[config.mk]
export PLATFORM = sky130hd
export DESIGN_NAME = wb_port_arbiter
export DESIGN_NICKNAME = d
export VERILOG_FILES = /design/src/rtl/wb_port_arbiter.sv
export SDC_FILE = /design/constraint.sdc
export NUM_CORES = 1
export LEC_CHECK = 0
export CAP_MARGIN = 20
export CORE_MARGIN = 5
export CORE_UTILIZATION = 48
export CTS_CLUSTER_DIAMETER = 30
export DETAILED_ROUTE_END_ITERATION = 8
export GPL_TIMING_DRIVEN = 0
export PLACE_DENSITY = 0.81
export SLEW_MARGIN = 20
export SYNTH_ARGS = -nofsm -noshare
export SYNTH_HDL_FRONTEND = slang
export SYNTH_SLANG_ARGS = --single-unit
[constraint.sdc]
create_clock -name clk -period 5.8 [get_ports clk]
set_input_delay 1.16 -clock clk [delete_from_list [all_inputs] [get_ports clk]]
set_output_delay 1.16 -clock clk [all_outputs]
set_load 0.01 [all_outputs]
[src/rtl/wb_port_arbiter.sv]
// Writeback port arbiter: two one-entry holding buffers (ALU result A, load result B)
// drained round-robin onto a single registered register-file write port.
module wb_port_arbiter #(
  parameter int DATA_W = 32,
  parameter int ADDR_W = 5
) (
  input  logic              clk,
  input  logic              rst,
  input  logic              a_valid,
  output logic              a_ready,
  input  logic [ADDR_W-1:0] a_addr,
  input  logic [DATA_W-1:0] a_data,
  input  logic              b_valid,
  output logic              b_ready,
  input  logic [ADDR_W-1:0] b_addr,
  input  logic [DATA_W-1:0] b_data,
  input  logic              stall,
  input  logic              flush,
  output logic              rf_we,
  output logic [ADDR_W-1:0] rf_waddr,
  output logic [DATA_W-1:0] rf_wdata,
  output logic              wb_sel
);

  logic              a_full_p0;
  logic              b_full_p0;
  logic [ADDR_W-1:0] a_addr_p0;
  logic [ADDR_W-1:0] b_addr_p0;
  logic [DATA_W-1:0] a_data_p0;
  logic [DATA_W-1:0] b_data_p0;
  logic              last_grant;  // 0 = A, 1 = B

  logic              grant_a;
  logic              grant_b;
  logic              acc_a;
  logic              acc_b;
  logic [ADDR_W-1:0] gnt_addr;
  logic [DATA_W-1:0] gnt_data;

  // Grant depends only on buffer state, stall and flush, so ready never
  // depends on the requester's own valid.
  always_comb begin
    grant_a  = !stall && !flush && a_full_p0 && (!b_full_p0 || last_grant);
    grant_b  = !stall && !flush && b_full_p0 && (!a_full_p0 || !last_grant);
    a_ready  = !flush && (!a_full_p0 || grant_a);
    b_ready  = !flush && (!b_full_p0 || grant_b);
    acc_a    = a_valid && a_ready;
    acc_b    = b_valid && b_ready;
    gnt_addr = grant_b ? b_addr_p0 : a_addr_p0;
    gnt_data = grant_b ? b_data_p0 : a_data_p0;
  end

  // Stage p0: holding buffers. A refill on the drain edge keeps the buffer full.
  always_ff @(posedge clk or posedge rst) begin
    if (rst) begin
      a_full_p0  <= 1'b0;
      b_full_p0  <= 1'b0;
      last_grant <= 1'b1;
    end else begin
      a_full_p0 <= acc_a || (a_full_p0 && !grant_a && !flush);
      b_full_p0 <= acc_b || (b_full_p0 && !grant_b && !flush);
      if (grant_a) begin
        last_grant <= 1'b0;
      end else if (grant_b) begin
        last_grant <= 1'b1;
      end
    end
  end

  always_ff @(posedge clk) begin
    if (acc_a) begin
      a_addr_p0 <= a_addr;
      a_data_p0 <= a_data;
    end
    if (acc_b) begin
      b_addr_p0 <= b_addr;
      b_data_p0 <= b_data;
    end
  end

  // Stage p1: registered write port. Writes to register 0 are dropped here.
  always_ff @(posedge clk or posedge rst) begin
    if (rst) begin
      rf_we    <= 1'b0;
      rf_waddr <= '0;
      rf_wdata <= '0;
      wb_sel   <= 1'b0;
    end else begin
      rf_we <= (grant_a || grant_b) && (gnt_addr != '0);
      if (grant_a || grant_b) begin
        rf_waddr <= gnt_addr;
        rf_wdata <= gnt_data;
        wb_sel   <= grant_b;
      end
    end
  end

endmodule

# ---- Word level (Yosys, flattened, before mapping)
# Cells that the tools add are included.
dict set report word_totals {
  ff_bits 116
  out_inout_bits 41
  word_cells 45
}
dict set report classes {
  muxes 4
  reduce_logical 30
}
# cell count
set op_table {}
lappend op_table {{two-way mux 32 bit} 1}
lappend op_table {{logical AND 1 bit} 14}
lappend op_table {{logical NOT 1 bit} 7}
lappend op_table {{logical OR 1 bit} 7}
lappend op_table {{two-way mux 5 bit} 1}
lappend op_table {{nonzero test 5 bit} 1}
lappend op_table {{two-way mux 1 bit} 2}
lappend op_table {{nonzero test 2 bit} 1}

# ---- Longest topological paths before layout
# Gate-level depths: netlist of run 1.
dict set report logic_depth {
  ltp_word 8
  depth_mapped 6
  mapped_depth_nobuf 3
}

# ---- Worst setup path after synthesis of run 1
# No wires, ideal clock.
dict set report synth_timing {
  kind {input to register}
  start {input port flush}
  end {register b_addr_p0[0] (enable)}
  setup_ns 0.485
  t_arrival_ns 4.740
  slack_ns 0.574
  stages 4
  n_path_buf 1
  cell_sequence {buf_2 or3b_2 o21ai_0 nor3b_1}
}
dict set report synth_between {
  elab_chain_cells 7
}
# item line
set synth_lines {}
lappend synth_lines {{start: declaration} 18} ;# input logic flush,
lappend synth_lines {{logical NOT 1 bit (*)} {44, 46}}
lappend synth_lines {{logical AND 1 bit (3 in a row)} 44} ;# grant_b = !stall && !flush && b_full_p0 && (!a_full_p0 || !last_grant);
lappend synth_lines {{logical OR 1 bit} 46} ;# b_ready = !flush && (!b_full_p0 || grant_b);
lappend synth_lines {{logical AND 1 bit (*)} 46}
lappend synth_lines {{logical AND 1 bit (*)} 48} ;# acc_b = b_valid && b_ready;
lappend synth_lines {{net acc_b} 36} ;# logic acc_b;
lappend synth_lines {{end signal: assignment} 76} ;# b_addr_p0 <= b_addr;
lappend synth_lines {{end: declaration} 28} ;# logic [ADDR_W-1:0] b_addr_p0;
# Mark *: on every way through the listed nets, which the timed path passes. The rest lies on a longest branch.
# A chain may end at the register's enable or synchronous reset.

# ---- Worst setup path after layout of run 1
dict set report layout_timing {
  start {input port stall}
  end {output port b_ready}
}
dict set report layout_between {
  elab_chain_cells 6
}
# item line
set layout_lines {}
lappend layout_lines {{start: declaration} 17} ;# input logic stall,
lappend layout_lines {{logical NOT 1 bit} 44}
lappend layout_lines {{logical AND 1 bit (3 in a row)} 44}
lappend layout_lines {{logical OR 1 bit} 46}
lappend layout_lines {{logical AND 1 bit} 46}
lappend layout_lines {{end: declaration} 14} ;# output logic b_ready,
# No other way between the ends.

==> reports/results.tsv, run 1 <==
metric	value	unit
Rel. slew slack	56.1	%
Setup CP Type	primary input to output port	
crit path time final	4250	ps
RSZ-0062 raised after global routing	no	
outcome	complete, no violations	
Synth Net Count	361	
hold buffer count at cts	0	
CTS tree	yes	
Final Hold Viols	0	
Post-synth EDFFs	74	
H-tree levels	4	
Leak Pwr	2.50	nW
Layout area overhead	45.4	%
post-route cell area	6470	um2
# port buffers	119	
root buf cell	clkbuf_8	
1st-pass router iterations	4	
Seq/Total Area, Yosys	73.6	%
Required @ worst endpoint	4640	ps
Final Skew	12.2	ps
Synth area leaders	edfxtp_1 50%, dfrtp_1 23%, a221o_1 7.4%, nor3b_1 5.9%, and3_1 5.2%	
GRT Util Overall	19.9	%
Mapped Cells	281	
ys flop type	edfxtp_1	
Die Y	106	um
DRC Markers	0	
area of placed instances	5870	um2
R2R depth	5	
fraction of registers with async set/reset	36.2	%
Sink Count	116	
Synth top area share	49.9	%
final worst-path cycle share	73.2	%
Post-Route WL	10800	um
Setup TNS	0	ps
DR vias/cell	5.49	
Worst setup EP type	output port	
final setup fails	0	
Final Max Tran Viols	0	
initial antenna violation count	0	
Die Area	11300	um2
Synth area leader	edfxtp_1	
Worst-path clk slew	60	ps
ratio of cells with drive above 1 in the final layout	13.2	%
Starting Density	48.6	%
DR WL/cell	19.5	um
Inserted Clock Buffers	17	
Die Wd	106	um
antenna cells	0	
post-CTS setup repair buffer count	0	
Hold Crit Class	register to register	
PostCTS Resize Cnt	0	
hold depth	1	
worst slew pin tran	655	ps
VDD IR max	223	uV
FF-to-FF setup slack	3610	ps
Max-cap violations	0	
R2R Path End	b_data_p0[30]	
count leader, synth	edfxtp_1	
Layout Nets	508	
mapped cell area	4450	um2
Synth cell types	27	
vias in the first global route	3354	
Max Fclk	236	MHz
first-pass GRT wire length	17000	um
routability congestion estimate	0.811	
#FFs+latches synth	116	
clk_lat worst skew	500	ps
startpoint types	primary input	
power per cell area	375	nW/um2
Commonest cells post-synth	74 x edfxtp_1, 41 x dfrtp_1, 37 x and3_1, 35 x nor3b_1, 33 x a221o_1	
largest net degree at the start of global routing	29	
Placement Rows	35	
Vias	3030	
post-route ant nets	0	
hold path start	wb_sel	
Avg Inst Size Synth	15.8	um2
CP Max Fanout	10	
WP data arrival	3090	ps
CORE AREA	9150	um2
DR iter-0 viols	107	
Ys Warns	0	
Remaining Overflow, GRT	0	
clock buffer depth	2	
post-DP HPWL	7790	um
hold path endpoint	wb_sel	
reg2reg start	b_full_p0	
IO Count	121	
-- sequential cells by signal (all words and copies together), names as in the netlist --
signal and cells:
a_addr_p0 5, a_data_p0 32, a_full_p0 1, b_addr_p0 5
b_data_p0 32, b_full_p0 1, last_grant 1, rf_waddr 5
rf_wdata 32, rf_we 1, wb_sel 1
-- cell usage in the layout (no fill, tap or decap), types with 4 or more instances in the layout --
master / Yosys / final
o21a_1: 4 / 4
clkbuf_1: 12 / 13
nor3b_1: 35 / 33
clkdlybuf4s50_1: 0 / 119
a311o_1: 4 / 4
clkbuf_16: 0 / 16
clkinvlp_4: 0 / 5
buf_2: 9 / 9
dfrtp_1: 41 / 41
buf_4: 1 / 8
edfxtp_1: 74 / 74
nor2_1: 4 / 4
a221o_1: 33 / 33
and3_1: 37 / 37
-- critical path, cell delays in order --
cell and delay (ps):
clkdlybuf4s50_1 490, nor3b_2 260, nand2_1 140, clkbuf_1 280, a21oi_1 200, clkdlybuf4s50_1 550
-- kinds of logic after synthesis --
family                 synth area share, %
AOI/OAI and AO/OA                     10.2
buffers and inverters                 2.95
DFF                                   73.6
and+or+nand+nor                       13.2
-- how the worst max path moves through the flow --
stage,startpoint,end
2_1_floorplan,flush,b_addr_p0[0]
3_3_place_gp,stall,b_data_p0[25]
3_5_place_dp,stall,b_ready
4_1_cts,stall,b_ready
5_1_grt,stall,b_ready
6_report,stall,b_ready
-- layer usage --
layer,global-route usage (%),up-vias,share of wire [%]
met3,6.50,8,6.8
li1,-,1409,-
met2,34.9,114,52
met1,22.9,1499,40
met5,0,-,0
met4,6.85,0,0.79
-- metrics by stage --
| stage | hold WS [ps] | power (mW) | util (%) | cells | setup WS (ps) |
|---|---|---|---|---|---|
| CTS | 500 | 2.44 | 70.7 | 552 | 1550 |
| global placement | 482 | 1.39 | 63.1 | 511 | -1080 |
| detailed placement | 487 | 1.40 | 64.2 | 520 | 1570 |
| global route | 522 | 2.51 | 70.7 | 552 | 1370 |
| floorplan | 484 | 1.17 | - | 281 | 574 |
| finish | 496 | 2.42 | 70.7 | 552 | 1550 |
-- layout make-up --
class,count,area (um2)
Tap cell,111,139
Inverter,3,11.3
Buffer,24,120
Clock buffer,18,418
Timing Repair Buffer,128,1270
Clock inverter,14,176
Fill cell,628,2690
Multi-Input combinational cell,138,1050
Sequential cell,116,3270
-- where the power goes --
| group | leakage, nW | internal, mW | total (mW) | switching (mW) |
|---|---|---|---|---|
| sequential | 1.19 | 0.974 | 1.02 | 0.0472 |
| clock | 0.274 | 0.658 | 1.04 | 0.380 |
| combinational | 1.03 | 0.221 | 0.366 | 0.144 |
Power figures use the tool's default switching activity.
==> run 2, diff against run 1 <==
==> constraint.sdc (replaced) <==
create_clock -name clk -period 4.3 [get_ports clk]
set_input_delay 0.86 -clock clk [delete_from_list [all_inputs] [get_ports clk]]
set_output_delay 0.86 -clock clk [all_outputs]
set_load 0.01 [all_outputs]
==> run 2 against run 1 <==
- critical path depth stayed put
- register-to-register slack lost 1900 ps
- core utilization fell by 0.75 points
- global-route usage is 0.21 points lower
- largest power group is now registers
- clock power up 15%
- critical endpoint unchanged
==> reports/results.tsv, run 2 (same netlist as run 1, synthesis figures left out) <==
metric	value	unit	change
worst setup margin	539	ps	-1010 ps
Die Wd	106	um	unchanged
post-route ant nets	0		unchanged
final worst-path cycle share	87.5	%	
GRT Util Overall	19.7	%	-0.21 points
pre-CTS WS	569	ps	-997 ps
R2R depth	5		unchanged
worst slew pin tran	701	ps	+46.0 ps
PostCTS Resize Cnt	0		unchanged
Required @ worst endpoint	3440	ps	-1200 ps
Die Area	11300	um2	unchanged
clock buffer depth	2		unchanged
initial antenna violation count	0		unchanged
VDD IR max	279	uV	+25%
final setup fails	0		unchanged
Setup CP Type	primary input to output port		
post-DP HPWL	7660	um	-1.7%
area of placed instances	5890	um2	+0.28%
ratio of cells with drive above 1 in the final layout	12.3	%	-0.82 points
hold buffer count at cts	0		unchanged
R2R Path End	b_data_p0[23]		
Post-Route WL	10800	um	+0.23%
outcome	complete, no violations		
RSZ-0062 raised after global routing	no		
routability congestion estimate	0.797		-1.7%
clk_lat worst skew	510	ps	about the same
post-CTS setup repair buffer count	0		unchanged
commonest cells after routing, fill and taps aside	119 x clkdlybuf4s50_1, 74 x edfxtp_1, 41 x dfrtp_1		
Largest regs	a_data_p0 x32, b_data_p0 x32, rf_wdata x32		
DR vias/cell	5.63		+2.6%
1st-pass router iterations	4		unchanged
Placement Rows	35		unchanged
Worst setup EP type	output port		
reg2reg start	b_full_p0		
H-tree levels	4		unchanged
Inserted Clock Buffers	17		unchanged
Post-Layout Cell Count	549		-0.54%
Final Max Tran Viols	0		unchanged
most common cell after layout, fill and taps aside	clkdlybuf4s50_1		
CORE AREA	9150	um2	unchanged
dpl cells	517		-0.58%
FF-to-FF setup slack	1750	ps	-1860 ps
Starting Density	48.6	%	unchanged
Max Fclk	266	MHz	
antenna cells	0		unchanged
root buf cell	clkbuf_8		
DRC Markers	0		unchanged
largest net degree at the start of global routing	29		unchanged
Hold Crit Class	register to register		
CTS tree	yes		
DR WL/cell	19.7	um	+0.78%
Sink Count	116		unchanged
startpoint types	primary input		
first-pass GRT wire length	17000	um	unchanged
worst setup path end	b_ready		
WP data arrival	2900	ps	-190 ps
Final Hold Viols	0		unchanged
Rel. slew slack	53.2	%	-2.8 points
Vias	3092		+2.0%
Max-cap violations	0		unchanged
post-route cell area	6400	um2	-1.1%
crit path from	stall		
power per cell area	480	nW/um2	+28%
IO Count	121		unchanged
Worst-path clk slew	50	ps	about the same
Remaining Overflow, GRT	0		unchanged
Final Skew	11.0	ps	-1.23 ps
total power	3.07	mW	+27%
Leak Pwr	2.45	nW	-1.7%
vias in the first global route	3344		-0.30%
Die Y	106	um	unchanged
Layout area overhead	43.8	%	
Layout Nets	505		-0.59%
DR iter-0 viols	139		+30%
CP Max Fanout	10		unchanged
crit path time final	3760	ps	
# port buffers	119		unchanged
-- run 2: cell type report --
| cell class | instances | area (um2) |
|---|---|---|
| plain buffers | 24 | 120 |
| clock buffers | 19 | 422 |
| clock inverters | 13 | 87.6 |
| fillers | 621 | 2750 |
| inverters | 3 | 11.3 |
| multi-input cells | 138 | 1070 |
| flip-flops and latches | 116 | 3270 |
| well taps | 111 | 139 |
| repair buffers | 125 | 1280 |
-- run 2: worst max-delay path, cell delays in order --
cell and delay [ps]:
clkdlybuf4s50_1 520, nor3b_2 280, nand2_1 140, clkbuf_1 280, a21oi_1 250, clkdlybuf4s50_1 570
-- run 2: per-stage QoR --
| step | setup TNS [ps] | hold slack, ps | util [%] |
|---|---|---|---|
| global route | 0 | 545 | 69.9 |
| CTS | 0 | 519 | 69.9 |
| global placement | -18040 | 489 | 63.3 |
| floorplan | 0 | 484 | - |
| detailed placement | 0 | 506 | 64.3 |
| finish | 0 | 514 | 69.9 |
-- run 2: layer usage --
metal / track usage, % / share of wire [%] / vias up
met5: 0 / 0 / -
met4: 8.51 / 2.5 / 0
met3: 5.40 / 6.4 / 20
met2: 33.4 / 52 / 125
met1: 23.7 / 39 / 1541
li1: - / - / 1406
-- run 2: power breakdown --
part	internal [mW]	switching, mW
Combinational	0.300	0.197
Clock	0.701	0.495
Sequential	1.31	0.0663
-- run 2: worst min-delay path by stage --
stage	to	slack, ps	start	cells past startpoint
floorplan	rf_waddr[4]	480	a_addr_p0[4]	1
global placement	wb_sel	490	wb_sel	1
finish	rf_wdata[17]	510	rf_wdata[17]	1
global route	rf_waddr[0]	550	rf_waddr[0]	1
CTS	rf_wdata[22]	520	rf_wdata[22]	1
detailed placement	rf_wdata[16]	510	rf_wdata[16]	1
